## src/rtl/cpeta_arb.sv

```systemverilog
// Two-requester round-robin front end time-sharing one CPETA approximate adder.
// Optional exact-sum error monitor enabled by defining CPETA_ERRMON_EN.

module cpeta #(
  parameter int N = 16,
  parameter int K = 7
) (
  input  logic [N-1:0] A,
  input  logic [N-1:0] B,
  output logic [N-1:0] sum
);
  logic [K-1:0]   low;
  logic [N-K-1:0] hi;
  logic           stop;
  logic           cin;

  // Low part: XOR per bit, scanning down from the split. The first position where
  // both bits are set, and every bit below it, saturates to 1.
  always_comb begin
    low  = '0;
    stop = 1'b0;
    for (int i = K-1; i >= 0; i--) begin
      if (stop) begin
        low[i] = 1'b1;
      end else if (A[i] & B[i]) begin
        low[i] = 1'b1;
        stop   = 1'b1;
      end else begin
        low[i] = A[i] ^ B[i];
      end
    end
  end

  // Upper part is exact, with its carry-in predicted from the top low-part bit pair.
  assign cin = A[K-1] & B[K-1];
  assign hi  = A[N-1:K] + B[N-1:K] + {{(N-K-1){1'b0}}, cin};
  assign sum = {hi, low};
endmodule

module cpeta_arb #(
  parameter int N = 16,
  parameter int K = 7
) (
  input  logic         clk,
  input  logic         rst_n,
  input  logic         req0_valid,
  input  logic [N-1:0] req0_a,
  input  logic [N-1:0] req0_b,
  output logic         req0_ready,
  input  logic         req1_valid,
  input  logic [N-1:0] req1_a,
  input  logic [N-1:0] req1_b,
  output logic         req1_ready,
  output logic         rsp_valid,
  input  logic         rsp_ready,
  output logic [N-1:0] rsp_sum,
  output logic         rsp_id,
  output logic         rsp_err,
  output logic [15:0]  err_cnt,
  output logic         busy
);
  typedef enum logic [1:0] {IDLE, CALC, OUT} state_t;

  typedef struct packed {
    logic         id;
    logic [N-1:0] a;
    logic [N-1:0] b;
  } op_t;

  state_t       state, state_nxt;
  op_t          op_q;
  logic         ptr;
  logic         can_grant, gnt0, gnt1, gnt;
  logic [N-1:0] approx;

  // Readies are held low during reset so nothing is accepted by a held-off block.
  assign can_grant = rst_n & ((state == IDLE) | ((state == OUT) & rsp_ready));
  assign gnt0      = can_grant & req0_valid & (~req1_valid | ~ptr);
  assign gnt1      = can_grant & req1_valid & (~req0_valid |  ptr);
  assign gnt       = gnt0 | gnt1;
  assign req0_ready = gnt0;
  assign req1_ready = gnt1;

  assign rsp_valid = (state == OUT);
  assign busy      = (state != IDLE);

  always_comb begin
    state_nxt = state;
    case (state)
      IDLE:    if (gnt) state_nxt = CALC;
      CALC:    state_nxt = OUT;
      OUT:     if (rsp_ready) state_nxt = gnt ? CALC : IDLE;
      default: state_nxt = IDLE;
    endcase
  end

  always_ff @(posedge clk or negedge rst_n) begin
    if (!rst_n) begin
      state   <= IDLE;
      ptr     <= 1'b0;
      op_q    <= '0;
      rsp_sum <= '0;
      rsp_id  <= 1'b0;
    end else begin
      state <= state_nxt;
      if (gnt) begin
        ptr  <= gnt0;
        op_q <= gnt0 ? op_t'{1'b0, req0_a, req0_b} : op_t'{1'b1, req1_a, req1_b};
      end
      if (state == CALC) begin
        rsp_sum <= approx;
        rsp_id  <= op_q.id;
      end
    end
  end

  cpeta #(.N(N), .K(K)) u_cpeta (
    .A   (op_q.a),
    .B   (op_q.b),
    .sum (approx)
  );

`ifdef CPETA_ERRMON_EN
  logic [N-1:0] exact;
  logic         mis;

  assign exact = op_q.a + op_q.b;
  assign mis   = (approx != exact);

  always_ff @(posedge clk or negedge rst_n) begin
    if (!rst_n) begin
      rsp_err <= 1'b0;
      err_cnt <= '0;
    end else if (state == CALC) begin
      rsp_err <= mis;
      if (mis && (err_cnt != 16'hFFFF)) err_cnt <= err_cnt + 16'd1;
    end
  end
`else
  assign rsp_err = 1'b0;
  assign err_cnt = '0;
`endif
endmodule
```

## config.mk

```make
export PLATFORM = sky130hd
export DESIGN_NAME = cpeta_arb
export DESIGN_NICKNAME = d
export VERILOG_FILES = /design/src/rtl/cpeta_arb.sv
export SDC_FILE = /design/constraint.sdc
export NUM_CORES = 1
export LEC_CHECK = 0
export ABC_AREA = 1
export BUFFER_PORTS_ARGS = -buffer_cell sky130_fd_sc_hd__buf_4
export CAP_MARGIN = 20
export CORE_AREA = 2 2 97 75
export DETAILED_ROUTE_END_ITERATION = 8
export DIE_AREA = 0 0 99 77
export PLACE_DENSITY = 0.79
export SLEW_MARGIN = 20
export SYNTH_ARGS = -nofsm -noshare
export SYNTH_HDL_FRONTEND = slang
export SYNTH_SLANG_ARGS = --single-unit
```

## constraint.sdc

```tcl
create_clock -name clk -period 2.8 [get_ports clk]
set_clock_uncertainty 0.2 [all_clocks]
set_input_delay 0.28 -clock clk [delete_from_list [all_inputs] [get_ports clk]]
set_output_delay 0.28 -clock clk [all_outputs]
set_load 0.02 [all_outputs]
```

# Word-level counts from Yosys, hierarchy flattened
# Index checks and enable logic that the tools add are counted.
dict set report word_totals {
  register_bits 53
  in_bits 69
  wordCells 72
}
dict set report classes {
  addsub 2
  eq_ne 4
  n_mux 29
  bitwise_logic 27
  reduce_logical 3
}
# op count
set ops {}
lappend ops {{33-bit two-way mux} 1}
lappend ops {{1-bit two-way mux} 25}
lappend ops {{1-bit AND} 13}
lappend ops {{9-bit by 1-bit adder with 9-bit output} 1}
lappend ops {{9-bit adder} 1}
lappend ops {{1-bit bitwise XOR} 7}
lappend ops {{2-bit case mux with 3 select lines} 1}
lappend ops {{2-bit two-way mux} 2}
lappend ops {{1-bit OR} 4}
lappend ops {{1-bit NOT} 3}
lappend ops {{2-bit by 1-bit equality test with 1-bit output, second input constant} 1}
lappend ops {{2-bit equality test, second input constant} 1}
lappend ops {{2-bit zero test} 1}
lappend ops {{2-bit by 1-bit inequality test with 1-bit output, second input constant} 1}
lappend ops {{2-bit inequality test, second input constant} 1}
lappend ops {{2-bit AND reduction} 1}
lappend ops {{2-bit nonzero test} 1}

# Logic depth before layout (Yosys ltp)
# Gate-level depths: netlist of run 1.
dict set report logic_depth {
  word_depth 10
  mapped_depth 11
  mapped_depth_nobuf 11
}

# By module
# From an unflattened synthesis of run 1, not the netlist that was laid out.
dict set report hier_totals {
  cells_unflattened 380
  area_unflattened_um2 3158.0
}
# module instances cells_each area_each_um2 seq_area_each_um2
set modules_own_cells {}
lappend modules_own_cells {cpeta_arb 1 283 2625.0 1326.3}
lappend modules_own_cells {cpeta 1 97 533.0 0.0}

# Worst setup path before layout of run 1
# Ideal clock, no wire load.
dict set report synth_timing {
  path_kind {register to register}
  from {register op_q[22] (netlist name)}
  to {register rsp_sum[15]}
  arrival_ps 1750
  required_time_ps 2483
  setup_slack_ps 732
  path_stages_with_launch 11
  synth_period_minus_slack_ps 2068
  cell_sequence {dfrtp_1 nand2_1 inv_1 fa_1 fa_1 nand2_1 nand2_1 nand3_1 nand3_1 nand3_1 nand2_1}
}
dict set report synth_via {
  elab_chain_len 2
}
# item line
set synth_lines {}
lappend synth_lines {{from (decl)} 71} ;# op_t op_q;
lappend synth_lines {{from (signal assigned)} 108} ;# op_q <= gnt0 ? op_t'{1'b0, req0_a, req0_b} : op_t'{1'b1, req1_a, req1_b};
lappend synth_lines {{1-bit AND} 35} ;# assign cin = A[K-1] & B[K-1];
lappend synth_lines {{9-bit by 1-bit adder with 9-bit output} 36} ;# assign hi = A[N-1:K] + B[N-1:K] + {{(N-K-1){1'b0}}, cin};
lappend synth_lines {{to (signal assigned)} 111} ;# rsp_sum <= approx;
lappend synth_lines {{to (decl)} 56} ;# output logic [N-1:0] rsp_sum,
# No other way between the ends.
# A chain may end at the register's enable or synchronous reset.

# Final worst setup path of run 1
dict set report layout_timing {
  from {input port rst_n}
  to {output port req0_ready}
}
dict set report layout_via {
  elab_chain_len 3
}
# item line
set layout_lines {}
lappend layout_lines {{from (decl)} 45} ;# input logic rst_n,
lappend layout_lines {{1-bit AND} 77} ;# assign can_grant = rst_n & ((state == IDLE) | ((state == OUT) & rsp_ready));
lappend layout_lines {{1-bit AND (2 in a row)} 78} ;# assign gnt0 = can_grant & req0_valid & (~req1_valid | ~ptr);
lappend layout_lines {{to (decl)} 49} ;# output logic req0_ready,
# No other way between the ends.

==> results of run 1 <==
## registers in the layout (all words and copies together) (netlist names)
register / count
ptr: 1
rsp_sum: 16
rsp_id: 1
state: 2
op_q: 33
## layout by cell type, fill, tap and decap left out, types with 5 or more instances in the layout
cell type  count
nand2_1      182
nand3_1       43
nor3_1         6
ha_1           7
inv_1         85
clkbuf_8       6
a21oi_1        5
o21ai_0        8
dfrtp_1       53
buf_4         92
conb_1        17
nor2_1        12
## layout make-up
cell class,count,area [µm²],area share [%]
Multi-Input combinational cell,299,1390,35.2
Inverter,88,335,8.47
Timing Repair Buffer,93,701,17.7
Clock inverter,2,16.3,0.411
Clock buffer,6,82.6,2.09
Tap cell,84,105,2.66
Sequential cell,53,1330,33.5
## cell families (layout without fill, tap and decap cells)
| family | Yosys count | count (layout) | synth area share [%] |
|---|---|---|---|
| other | 1 | 17 | 0.115 |
| AO/OA/AOI/OAI | 19 | 19 | 3.96 |
| adder cells (fa/ha/maj) | 9 | 9 | 3.92 |
| XOR/XNOR | 3 | 3 | 0.807 |
| flip-flops | 53 | 53 | 40.7 |
| AND/OR/NAND/NOR | 251 | 251 | 32.1 |
| buffers and inverters | 120 | 189 | 18.4 |
## critical path, stage by stage
cell and delay (ns):
dlygate4sd3_1 0.52, buf_4 0.11, inv_1 0.07, nor2_4 0.10
o21ai_4 0.11, nor2_8 0.41, buf_4 0.23
## per-layer routing
layer	track usage (%)	part of all wire (%)	vias up
met2	29.0	44	89
li1	-	-	1497
met1	30.0	48	1255
met5	0	0	-
met4	5.07	1.1	0
met3	4.01	6.6	8
## Yosys cell counts (all sizes together)
master and number:
a21boi 1, a21oi 6, a31oi 2, buf 30
clkbuf 2, conb 1, dfrtp 53, fa 2
ha 7, inv 88, nand2 182, nand3 43
nand3b 2, nand4 1, nor2 14, nor3 6
o21ai 9, o21bai 1, or2 3, xnor2 2
xor2 1
## stage by stage
stage	util [%]	setup WS (ns)	hold slack (ns)	area, µm²
detailed placement	57.7	0.585	0.267	3850
finish	59.3	0.471	0.000494	3960
floorplan	-	0.732	-0.216	3320
global placement	57.7	0.635	0.266	3850
global route	59.3	0.313	0.0312	3960
CTS	59.3	0.448	0.00221	3960
## power by group through the flow
stage	Clock [W]	Combinational (W)	Sequential, W
2_1_floorplan	0	0.000842	0.00134
3_3_place_gp	0	0.00135	0.00124
3_5_place_dp	0	0.00139	0.00126
4_1_cts	0.000474	0.00140	0.00124
5_1_grt	0.000510	0.00158	0.00128
6_report	0.000461	0.00139	0.00124
## how the worst min path moves through the flow
stage                to  slack, ns
3_5_place_dp    op_q[4]       0.27
2_1_floorplan   op_q[0]      -0.22
5_1_grt        state[1]       0.03
6_report       state[1]     0.0005
3_3_place_gp   op_q[16]       0.27
4_1_cts        state[1]      0.002
## repair_timing
| action | in CTS | in global routing |
|---|---|---|
| setup endpoints to repair | 0 | 0 |
| hold buffers | 1 | 0 |
| hold endpoints to repair | 53 | 0 |
==> impl_metrics.env, run 1 <==
export IMPL_path_class="in -> out"
export IMPL_ios=107
export IMPL_grt_pass1_vias=2650
export IMPL_drt_wl_total_um=7110
export IMPL_htreeDepth=2
export IMPL_drive_gt1_share_pct=20.5
export IMPL_finalNetCount=618
export IMPL_ys_types=29
export IMPL_wl_per_cell_um=11.4
export IMPL_peakVddDrop_v=0.000363
export IMPL_end_kind="output port"
export IMPL_drt_initial_drc_count=187
export IMPL_hp_start="rsp_ready"
export IMPL_p_leak_nw=2.40
export IMPL_max_freq_mhz=429
export IMPL_drv_cap=0
export IMPL_via_per_inst=4.56
export IMPL_grt_usage_pct=19.8
export IMPL_vias=2849
export IMPL_seqPwrFrac_pct=40.2
export IMPL_placed_cells=616
export IMPL_antenna_found_initial=0
export IMPL_die_area_um2=7620
export IMPL_yosysWarnings=0
export IMPL_yosys_register_bits=53
export IMPL_regToRegSetupSlack_ns=0.54
export IMPL_stdcell_count=625
export IMPL_clk_pin_slew_ns=0.09
export IMPL_fin_crit_sh_pct=83.2
export IMPL_synth_area_um2=3260
export IMPL_grt_overflow_total=0
export IMPL_start_kind="input port"
export IMPL_numCtsBuffers=5
export IMPL_antenna_left=0
export IMPL_area_growth_synth_to_final_pct=21.5
export IMPL_postCtsSetupRepairBufs=0
export IMPL_rr_worst_depth=10
export IMPL_clockRootBuffer="clkbuf_8"
export IMPL_swShare_pct=41.1
export IMPL_finalSetupTns_ns=0
export IMPL_maxSlewHeadroom_pct=56.3
export IMPL_core_area_um2=6670
export IMPL_p_sw_w=0.00127
export IMPL_holdPathStages=2
export IMPL_p_total_w=0.00309
export IMPL_critical_path_peak_fanout=36
export IMPL_initial_core_util_pct=48.8
export IMPL_cp_startpoint="rst_n"
export IMPL_yosysTopAreaCellShare_pct=40.7
export IMPL_gp_congestion=0.832
export IMPL_r2r_end="rsp_sum[15]"
export IMPL_status="completed"
export IMPL_critPathCapture="req0_ready"
export IMPL_syn_area_per_cell_um2=7.14
export IMPL_power_share_clock_pct=14.9
export IMPL_internal_power_w=0.00182
export IMPL_setup_violations=0
export IMPL_final_max_slew_viol_count=0
export IMPL_cts_sinks=53
export IMPL_row_count=26
export IMPL_drc_errors=0
export IMPL_dr_pass1_iters=4
export IMPL_rsz0062_at_grt="no"
export IMPL_yosysTopAreaCell="dfrtp_1"
export IMPL_rr_startpoint="op_q[22]"
export IMPL_clock_latency_ns=0.31
export IMPL_cts_tree="built"
export IMPL_power_share_combinational_pct=44.9
export IMPL_synth_cells=456
export IMPL_synth_area_leaders="dfrtp_1 (41%), nand2_1 (21%), inv_1 (9.8%)"
export IMPL_arrival_ns=1.85
export IMPL_synth_seq_area_share_pct=40.7
export IMPL_portBuffers=89
export IMPL_post_cts_resized=0
export IMPL_min_path_type="in -> reg"
export IMPL_grt_max_degree=54
export IMPL_die_w_um=99
export IMPL_grt_pass1_wl_um=12200
export IMPL_crit_required_ns=2.32
export IMPL_nFillCells=611
export IMPL_num_antenna_cells=0
export IMPL_tightestPinTransition_ns=0.656
export IMPL_p_per_area_nw_per_um2=781
export IMPL_period_needed_ns=2.33
export IMPL_die_y_um=77
export IMPL_clk_path_buf_depth=2
export IMPL_hold_violations=0
export IMPL_hpwl_um=5580
(Power assumes the default switching activity.)
==> run 2, diff against run 1 <==
--- a/config.mk
+++ b/config.mk
@@ -8,10 +8,10 @@
 export ABC_AREA = 1
 export BUFFER_PORTS_ARGS = -buffer_cell sky130_fd_sc_hd__buf_4
 export CAP_MARGIN = 20
-export CORE_AREA = 2 2 97 75
+export CORE_AREA = 2 2 101 78
 export DETAILED_ROUTE_END_ITERATION = 8
-export DIE_AREA = 0 0 99 77
-export PLACE_DENSITY = 0.79
+export DIE_AREA = 0 0 103 80
+export PLACE_DENSITY = 0.76
 export SLEW_MARGIN = 20
 export SYNTH_ARGS = -nofsm -noshare
 export SYNTH_HDL_FRONTEND = slang
==> constraint.sdc (replaced) <==
create_clock -name clk -period 2 [get_ports clk]
set_clock_uncertainty 0.2 [all_clocks]
set_input_delay 0.2 -clock clk [delete_from_list [all_inputs] [get_ports clk]]
set_output_delay 0.2 -clock clk [all_outputs]
set_load 0.02 [all_outputs]
==> run 2 against run 1 <==
Net effect: the run now ends with negative hold slack left; highest routed layer unchanged; design area increased by 12%; sequential power increased by 41%; die area increased by 8.1%; cell count increased by 9.6%; largest cell class unchanged; setup slack got worse by 0.45 ns; register-to-register slack got worse by 0.52 ns; core utilization increased by 2.0 points; via count increased by 8.3%.
==> impl_metrics.env, run 2 (synthesis results as in run 1) <==
export IMPL_failed_checks="negative hold slack"
export IMPL_wl_per_cell_um=11.9
export IMPL_tightestPinTransition_ns=0.655
export IMPL_drt_wl_total_um=8170
export IMPL_peakVddDrop_v=0.000396
export IMPL_antenna_found_initial=0
export IMPL_clock_latency_ns=0.31
export IMPL_post_place_ws_ns=-0.0271
export IMPL_path_class="reg -> reg"
export IMPL_grt_max_degree=54
export IMPL_p_per_area_nw_per_um2=1020
export IMPL_initial_core_util_pct=45.1
export IMPL_holdWs_ns=-0.00316
export IMPL_hold_violations=2
export IMPL_die_y_um=80
export IMPL_clk_path_buf_depth=2
export IMPL_core_area_um2=7230
export IMPL_htreeDepth=2
export IMPL_clockRootBuffer="clkbuf_8"
export IMPL_vias=3086
export IMPL_clk_pin_slew_ns=0.09
export IMPL_arrival_ns=1.98
export IMPL_cts_tree="built"
export IMPL_finalNetCount=661
export IMPL_maxSlewHeadroom_pct=56.3
export IMPL_p_leak_nw=2.60
export IMPL_portBuffers=89
export IMPL_fin_ws_ns=0.0227
export IMPL_via_per_inst=4.51
export IMPL_fin_crit_sh_pct=98.9
export IMPL_period_needed_ns=1.98
export IMPL_start_kind="flop"
export IMPL_mostFrequentLayoutCells="nand2_1 (179), buf_4 (102), inv_1 (84)"
export IMPL_crit_required_ns=2.01
export IMPL_ios=107
export IMPL_critical_path_peak_fanout=3
export IMPL_num_antenna_cells=0
export IMPL_grt_pass1_wl_um=12800
export IMPL_end_kind="flop"
export IMPL_hpwl_um=5650
export IMPL_numCtsBuffers=5
export IMPL_area_growth_synth_to_final_pct=36.2
export IMPL_drc_errors=0
export IMPL_gp_congestion=0.828
export IMPL_drive_gt1_share_pct=22.8
export IMPL_min_path_type="in -> reg"
export IMPL_cts_sinks=53
export IMPL_rsz0062_at_grt="yes"
export IMPL_grt_pass1_vias=2797
export IMPL_p_total_w=0.00452
export IMPL_grt_usage_pct=20.1
export IMPL_final_common_cell="nand2_1"
export IMPL_setup_violations=0
export IMPL_final_max_slew_viol_count=0
export IMPL_die_area_um2=8240
export IMPL_nFillCells=656
export IMPL_antenna_left=0
export IMPL_top_regs="op_q x33, rsp_sum x16, state x2"
export IMPL_drt_initial_drc_count=165
export IMPL_grt_overflow_total=0
export IMPL_dr_pass1_iters=4
export IMPL_max_freq_mhz=506
export IMPL_die_w_um=103
export IMPL_row_count=27
export IMPL_largest_register_ffs=33
export IMPL_status="finished, violations left"
export IMPL_largest_register="op_q"
export IMPL_drv_cap=0
-- run 2: worst paths after layout --
kind                       startpoint     endpoint  slack (ns)  cells past startpoint
setup reg to reg              op_q[6]  rsp_sum[15]        0.02                     10
hold / removal             req1_b[14]     op_q[14]      -0.003                      5
min in group asynchronous       rst_n      op_q[8]        0.38                      3
setup / recovery              op_q[6]  rsp_sum[15]        0.02                     10
max in group asynchronous       rst_n     state[0]        0.75                      3
hold reg to reg            rsp_sum[7]   rsp_sum[7]        0.29                      2
-- run 2: metal layers --
| layer | part of all wire, % | vias to the layer above | track usage, % | wire [µm] |
|---|---|---|---|---|
| met4 | 1.0 | 0 | 3.95 | 84 |
| met1 | 47 | 1401 | 28.5 | 3840 |
| met5 | 0 | - | 0 | 0 |
| met2 | 47 | 95 | 32.1 | 3830 |
| li1 | - | 1583 | - | - |
| met3 | 5.1 | 7 | 3.77 | 413 |
-- run 2: timing repair --
action / CTS / global route
gates cloned: 0 / 1
hold buffers: 32 / 0
endpoints found under the hold margin: 75 / 0
resized for setup: 5 / 7
endpoints found under the setup margin: 4 / 7
buffers inserted: 6 / 0
pin swaps: 9 / 6
-- run 2: through the flow --
step	setup TNS, ns	utilization (%)	instance area [µm²]	cells
4_1_cts	-0.0846	60.8	4390	685
5_1_grt	-0.291	61.3	4430	685
2_1_floorplan	0	-	3320	472
6_report	0	61.3	4430	685
3_3_place_gp	0	54.3	3920	639
3_5_place_dp	-0.0434	54.3	3920	639
-- run 2: critical path, stage by stage (launching register included) --
cell	delay [ns]
dfrtp_1	0.40
nand2_2	0.09
inv_2	0.04
fa_2	0.34
fa_2	0.36
nand2_2	0.08
nand2_2	0.06
nand3_1	0.10
nand3_1	0.08
nand3_1	0.08
nand2_1	0.05
-- run 2: area by class of cell --
cell class	count	area, µm²	share of cell area, %
Timing Repair Buffer	136	1130	25.5
Tap cell	101	126	2.85
Clock inverter	2	13.8	0.310
Clock buffer	6	82.6	1.86
Sequential cell	53	1330	29.9
Multi-Input combinational cell	299	1420	32.0
Inverter	88	335	7.56
-- run 2: report_power, final --
part / leakage (nW) / internal (W) / total (W) / switching, W
clock network: 0.0512 / 0.000281 / 0.000633 / 0.000352
logic: 1.91 / 0.000934 / 0.00213 / 0.00120
registers: 0.639 / 0.00146 / 0.00175 / 0.000288
total: 2.60 / 0.00268 / 0.00452 / 0.00184
